[config.mk]
export PLATFORM = sky130hd
export DESIGN_NAME = mac_vec
export DESIGN_NICKNAME = d
export VERILOG_FILES = /design/src/rtl/mac_vec.sv
export SDC_FILE = /design/constraint.sdc
export NUM_CORES = 2
export LEC_CHECK = 0
export CORE_MARGIN = 8
export CORE_UTILIZATION = 40
export CTS_CLUSTER_DIAMETER = 50
export DETAILED_ROUTE_END_ITERATION = 8
export PLACE_DENSITY_LB_ADDON = 0.05
export SLEW_MARGIN = 20
export SYNTH_ARGS = -nofsm -noshare
export SYNTH_HDL_FRONTEND = slang
export SYNTH_SLANG_ARGS = --single-unit
export TNS_END_PERCENT = 10
[constraint.sdc]
create_clock -name clk -period 7.08 [get_ports clk]
set_clock_uncertainty 0.1 [all_clocks]
set_input_delay 1.416 -clock clk [delete_from_list [all_inputs] [get_ports clk]]
set_output_delay 1.416 -clock clk [all_outputs]
set_load 0.01 [all_outputs]
[src/rtl/mac_vec.sv]
// Multi-lane signed multiply-accumulate engine: LANES products per beat are summed into a
// wide accumulator over a configured beat count, then rounded, scaled and presented on a
// valid/ready port.
module mac_vec #(
    parameter int DW    = 16,
    parameter int LANES = 4,
    parameter int ACC_W = 40,
    parameter int LEN_W = 8
) (
    input  logic                  clk,
    input  logic                  rst_n,
    input  logic                  cfg_en,
    input  logic [LEN_W-1:0]      cfg_len,
    input  logic [5:0]            cfg_shift,
    input  logic                  cfg_sat,
    input  logic                  in_valid,
    output logic                  in_ready,
    input  logic [LANES*DW-1:0]   in_a,
    input  logic [LANES*DW-1:0]   in_b,
    output logic                  out_valid,
    input  logic                  out_ready,
    output logic [DW-1:0]         out_data,
    output logic [ACC_W-1:0]      out_acc,
    output logic                  busy
);

    typedef enum logic [1:0] {IDLE, RUN, FLUSH, HOLD} state_t;

    localparam logic signed [ACC_W:0] SAT_MAX = {{(ACC_W+2-DW){1'b0}}, {(DW-1){1'b1}}};
    localparam logic signed [ACC_W:0] SAT_MIN = {{(ACC_W+2-DW){1'b1}}, {(DW-1){1'b0}}};

    state_t state, state_nxt;
    logic                    cfg_done;
    logic [LEN_W-1:0]        len_q;
    logic [5:0]              shift_q;
    logic                    sat_q;
    logic [LEN_W:0]          cnt, cnt_nxt, len_eff;
    logic [1:0]              fcnt, fcnt_nxt;
    logic                    accept, capture, release_out;
    logic signed [DW-1:0]    a_l [LANES];
    logic signed [DW-1:0]    b_l [LANES];
    logic signed [2*DW-1:0]  prod [LANES];
    logic                    prod_vld;
    logic signed [ACC_W-1:0] acc, lane_sum;
    logic signed [ACC_W:0]   acc_ext, rnd_add, rnd_val;
    logic [DW-1:0]           res_data;

    assign in_ready = cfg_done && (state == IDLE || state == RUN);
    assign accept   = in_valid && in_ready;
    assign busy     = (state != IDLE);
    assign len_eff  = (len_q == '0) ? {1'b1, {LEN_W{1'b0}}} : {1'b0, len_q};

    always_comb begin
        for (int i = 0; i < LANES; i++) begin
            a_l[i] = in_a[i*DW +: DW];
            b_l[i] = in_b[i*DW +: DW];
        end
    end

    always_comb begin
        lane_sum = '0;
        for (int i = 0; i < LANES; i++)
            lane_sum = lane_sum + {{(ACC_W-2*DW){prod[i][2*DW-1]}}, prod[i]};
    end

    // Round half up, then shift; one extra bit keeps the rounding add from wrapping.
    always_comb begin
        acc_ext = {acc[ACC_W-1], acc};
        rnd_add = '0;
        if (shift_q != 6'd0)
            rnd_add = {{ACC_W{1'b0}}, 1'b1} << (shift_q - 6'd1);
        rnd_val = (acc_ext + rnd_add) >>> shift_q;
        if (sat_q && rnd_val > SAT_MAX)
            res_data = SAT_MAX[DW-1:0];
        else if (sat_q && rnd_val < SAT_MIN)
            res_data = SAT_MIN[DW-1:0];
        else
            res_data = rnd_val[DW-1:0];
    end

    // FLUSH lets both pipeline stages settle; the output stage captures on the exit edge.
    always_comb begin
        state_nxt   = state;
        cnt_nxt     = cnt;
        fcnt_nxt    = fcnt;
        capture     = 1'b0;
        release_out = 1'b0;
        case (state)
            IDLE: begin
                if (accept) begin
                    cnt_nxt   = {{LEN_W{1'b0}}, 1'b1};
                    fcnt_nxt  = 2'd0;
                    state_nxt = (len_eff == {{LEN_W{1'b0}}, 1'b1}) ? FLUSH : RUN;
                end
            end
            RUN: begin
                if (accept) begin
                    cnt_nxt  = cnt + 1'b1;
                    fcnt_nxt = 2'd0;
                    if (cnt == len_eff - 1'b1)
                        state_nxt = FLUSH;
                end
            end
            FLUSH: begin
                fcnt_nxt = fcnt + 2'd1;
                if (fcnt == 2'd2) begin
                    capture   = 1'b1;
                    state_nxt = HOLD;
                end
            end
            HOLD: begin
                if (out_ready) begin
                    release_out = 1'b1;
                    cnt_nxt     = '0;
                    state_nxt   = IDLE;
                end
            end
            default: state_nxt = IDLE;
        endcase
    end

    always_ff @(posedge clk or negedge rst_n) begin
        if (!rst_n) begin
            prod_vld <= 1'b0;
            for (int i = 0; i < LANES; i++)
                prod[i] <= '0;
        end else begin
            prod_vld <= accept;
            if (accept)
                for (int i = 0; i < LANES; i++)
                    prod[i] <= (2*DW)'(a_l[i]) * (2*DW)'(b_l[i]);
        end
    end

    always_ff @(posedge clk or negedge rst_n) begin
        if (!rst_n) begin
            state     <= IDLE;
            cnt       <= '0;
            fcnt      <= '0;
            cfg_done  <= 1'b0;
            len_q     <= '0;
            shift_q   <= '0;
            sat_q     <= 1'b0;
            acc       <= '0;
            out_valid <= 1'b0;
            out_data  <= '0;
            out_acc   <= '0;
        end else begin
            state <= state_nxt;
            cnt   <= cnt_nxt;
            fcnt  <= fcnt_nxt;
            if (state == IDLE && cfg_en) begin
                len_q    <= cfg_len;
                shift_q  <= cfg_shift;
                sat_q    <= cfg_sat;
                cfg_done <= 1'b1;
            end
            if (release_out)
                acc <= '0;
            else if (prod_vld)
                acc <= acc + lane_sum;
            if (capture) begin
                out_valid <= 1'b1;
                out_data  <= res_data;
                out_acc   <= acc;
            end else if (release_out) begin
                out_valid <= 1'b0;
            end
        end
    end

endmodule

# == Word level (Yosys, flattened, before mapping) ==
# Index checks and enable logic that the tools add are counted.
# word_totals
inputBits,148
register_bits,255
word_cells,88
out_inout_bits,59
# op_classes
n_eq_ne,12
reduce_logical,18
n_lt_le_gt_ge,2
addsub,9
shifts,2
muxes,25
n_mul,4
# op_table
operator,count
$mul 16x16->32,4
$mux 40,2
$add 40x41->41,1
$gt 41x16->1 const B,1
$lt 41x16->1 const B,1
$mux 41,1
$shl 1x6->41 const A,1
$sshr 41x6->41,1
$add 40x35->40,1
$mux 9,4
$add 34x32->35,1
$add 33x32->34,1
$add 32x32->33,1
$mux 16,2
$pmux 9 s3,1
$mux 2,7
$add 9x1->9 const B,1
$eq 9x1->1 const B,1
$eq 9x9->1,1
$sub 9x1->9 const B,1
$logic_not 8->1,1
$ne 2x2->1 const B,4
$pmux 2 s4,1
$reduce_bool 2->1,4
16 further kinds,28

# == Depth between registers and ports, before layout ==
# depth
word_depth,9
depth_mapped,28
depth_no_buf,27

# == Worst setup path after synthesis ==
# OpenSTA, ideal clock, no wires.
# synth_path
path_kind,input-to-reg
start,input in_b[17]
end,register prod[94] (netlist name)
path_stages,26
setup_slack_ns,-0.925
t_arrival_ns,7.772
required_time_ns,6.847
path_buffers,1
setup_time_ns,0.133
path_cell_list,clkbuf_1 nand2_1 fa_1 inv_1 fa_1 inv_1 fa_1 fa_1 inv_1 fa_1 inv_1 fa_1 inv_1 ha_1 nand3_1 nand2_1 a41o_1 o31ai_1 o2111a_1 o31ai_1 o41ai_1 o21ai_0 or4_1 a31oi_1 xor2_1 o21ai_0
# synth_between
elab_chain_cells,1
# synth_rtl
item,line,rtl
"start, declared",19,"input logic [LANES*DW-1:0] in_b,"
$mul 16x16->32,131,prod[i] <= (2*DW)'(a_l[i]) * (2*DW)'(b_l[i]);
"end signal, assigned by index",131,
"end, declared",42,logic signed [2*DW-1:0] prod [LANES];
# Every way passes these cells.
# A chain may end at the register's enable or synchronous reset.

# == Worst setup path after layout ==
# layout_path
start,input in_a[55]
end,register prod[30] (netlist name)
# layout_between
elab_chain_cells,1
# layout_rtl
item,line,rtl
"start, declared",18,"input logic [LANES*DW-1:0] in_a,"
$mul 16x16->32,131,
# Every way passes these cells.

==> flow_summary.toml <==
[global_routing]
grt_pass1_wl_mm = 269
grt_overflow = 0
track_usage_pct = 21.1
grt_max_degree = 166
antenna_found_initial = 0
grt_pass1_vias = 48600

[layout]
post-route-util_pct = 48.5
final_cell_area_um2 = 69600
area_delta_synth_final_pct = 20.3
fin_nets = 8864
antenna_cells = 0
nFillCells = 14000
post_route_cells_drive_above_1_share_pct = 16.3

[placed_design]
place_congestion = 0.896
place_area_um2 = 66700
dp_hpwl_mm = 142
io_buffers = 206

[die]
start_util_pct = 40.3
dieHeight_um = 396
rows = 139
design.die.area_um2 = 157000
core_um2 = 144000
io_pins = 207
die_w_um = 396

[critical_path]
reg2reg_to = "out_data[7]"
cp_slowest_cell = "fa_1"
arrival_ns = 7.39
cp_max_fo = 5
r2r_setup_slack_ns = 0.40
worstSetupPathType = "input pin to flop"
cp_slowest_stage_delay_ns = 0.54
required_ns = 7.46
crit_path_frequent_cell = "fa_1"
worstSetupStartpointType = "input pin"
crit_start = "in_a[55]"
crit_path_end = "prod[30]"
rr_startpoint = "shift_q[1]"
reg2reg_depth = 20
end_kind = "flop"

[clock_tree]
clkSlewWorstSetupHoldPaths_ns = 0.06
cts-root-buf = "clkbuf_16"
htreeDepth = 2
cts_buffer_depth = 3
insertion_delay_ns = 0.57
cts_tree = "done"
clock_sinks = 255
cts-buffers-inserted = 40

[timing]
rsz0062_at_grt = "true"
min_period_ns = 7.01
worst_slew_pin_slew_ns = 1.08
clock.fmax_mhz = 143
setup_tns_ns = 0
slew_headroom_pct = 26.0
hold_violations = 0
setup_viol = 0
slew_violations = 0
min_period_over_period_pct = 99.0

[synthesis]
async_reset_ff_share_pct = 100
yosysWarnings = 0
syn_nets = 8114
synth_edf_count = 0
syn_avg_cell_area_um2 = 9.05
yosysSeqAreaShare_pct = 11.0
synth_ff_type = "dfrtp_1"
syn_inst = 6396
syn_area_um2 = 57900
ys_seq_elements = 255
synth_cell_types = 102

[detailed_routing]
drtIter0Drc = 2266
drc = 0
wl_per_cell_um = 18.2
ant_nets = 0
route.vias.total = 45000
wl_mm = 165
drt_pass1_iterations = 5
vias_per_cell = 4.95

[min_path]
min_path_cells = 1
min_path_type = "flop to flop"
min_from = "cfg_done"

[outcome]
status = "complete, no violations"

[job]
max_cap_violations = 0
[cell usage in the layout (no fill, tap or decap), types with 22 or more instances in the layout]
cell type / n
nand3_1: 68
clkbuf_16: 42
clkdlybuf4s50_1: 97
buf_6: 66
nand2_2: 28
ha_4: 27
nand2_1: 991
nand4_1: 25
nand2b_1: 91
xor2_1: 80
inv_1: 1133
o21bai_1: 27
mux2i_1: 79
dfrtp_1: 253
buf_4: 670
or3_1: 22
mux2_2: 28
o21a_1: 27
xnor2_1: 133
a211oi_1: 41
a21oi_1: 158
fa_2: 22
a21o_1: 60
o21ai_0: 173
ha_1: 384
nor3_1: 60
dlygate4sd2_1: 28
and2_1: 400
fa_1: 1130
inv_2: 42
o211ai_1: 24
nor2_1: 252
[per-stage QoR]
stage                     std cells  setup slack (ns)  hold WS (ns)
after floorplan                6396            -0.298         0.326
after global placement         8929             -1.20         0.342
after detailed placement       8929             -1.33         0.359
after CTS                      9050            -0.126         0.371
after global routing           9079            -0.170         0.398
final                          9079            0.0723         0.364
[metal layers]
layer / track usage, % / part of all wire [%]
met5: 0 / 0
met4: 3.80 / 1.8
met3: 1.55 / 3.4
met2: 35.4 / 47
met1: 30.5 / 48
[synth_stat cells (7+ instances only)]
library cell     n  share of area, %
a31oi_1         21              0.23
clkbuf_1       217               1.4
o21bai_1        28              0.36
nand2b_1        92              0.99
o22ai_1         18              0.19
a221oi_1         9              0.14
mux4_2           7              0.27
nand4_1         25              0.27
a21oi_1        171               1.5
mux2_2          28              0.54
nor2_1         255               1.7
o21ai_0        191               1.7
mux2i_1         79               1.4
inv_1         1173               7.6
xor2_1          80               1.2
o31ai_1         26              0.34
a21oi_2          9              0.14
and2_1         407               4.4
ha_1           418               9.0
o211ai_1        24              0.31
o41ai_1          8              0.12
o21a_1          27              0.35
buf_2            9             0.078
a21o_1          60              0.78
nor4_1          10              0.11
and3_1          23              0.25
nand2_1       1022               6.6
xnor2_1        134               2.0
nor2b_1         15              0.16
or2_2           17              0.18
o221ai_1        11              0.17
a211oi_1        44              0.57
or3_1           23              0.25
nand3_1         70              0.61
a211o_1         14              0.21
nand3b_1         7             0.091
nor3_1          63              0.54
buf_1           13             0.084
dfrtp_1        255                11
fa_1          1152                40
[state kept, by name (all words and copies together), names as in the netlist, 6 cells and up]
| name | flops |
|---|---|
| acc | 40 |
| prod | 128 |
| len_q | 8 |
| shift_q | 6 |
| cnt | 9 |
| out_data | 16 |
| out_acc | 40 |
[worst min path at each step]
stage / to / slack (ns)
CTS: cfg_done / 0.37
global route: out_acc[17] / 0.40
floorplan: cfg_done / 0.33
detailed placement: cfg_done / 0.36
global placement: cfg_done / 0.34
finish: cfg_done / 0.36
[what timing repair did]
item                                   CTS  global route
pin swaps                              133           136
hold buffers                             0             0
gates cloned                             1             2
endpoints found under the hold margin    0             0
resized for setup                      364           223
setup buffers                           48            27
setup endpoints to repair               44            38
[final cells by class]
class                   instances  area, µm²  share of cell area [%]
multi-input cells            4723      47100                    67.7
repair buffers                950       7950                    11.4
flip-flops and latches        255       6380                    9.17
inverters                    1176       4410                    6.34
well taps                    1903       2380                    3.42
clock buffers                  52       1110                    1.59
clock inverters                20        258                   0.370
[worst max-delay path, delay by kind of cell]
kind                     cells  cell delay [ns]
buffers and inverters        7             0.42
AND/OR/NAND/NOR              4             0.62
AO/OA/AOI/OAI                9             1.77
adder cells (fa/ha/maj)      7             3.17
[cell families after synthesis]
group,count (synthesis),synth area share [%]
AND/OR/NAND/NOR,2054,16.5
multiplexers,114,2.18
AO/OA/AOI/OAI,768,8.81
buffers and inverters,1418,9.25
adder cells (fa/ha/maj),1570,48.9
XOR/XNOR,217,3.35
flip-flops,255,11.0
Power is not shown: default switching activity piles up to over one toggle a cycle in this logic, so the estimate is an artifact.
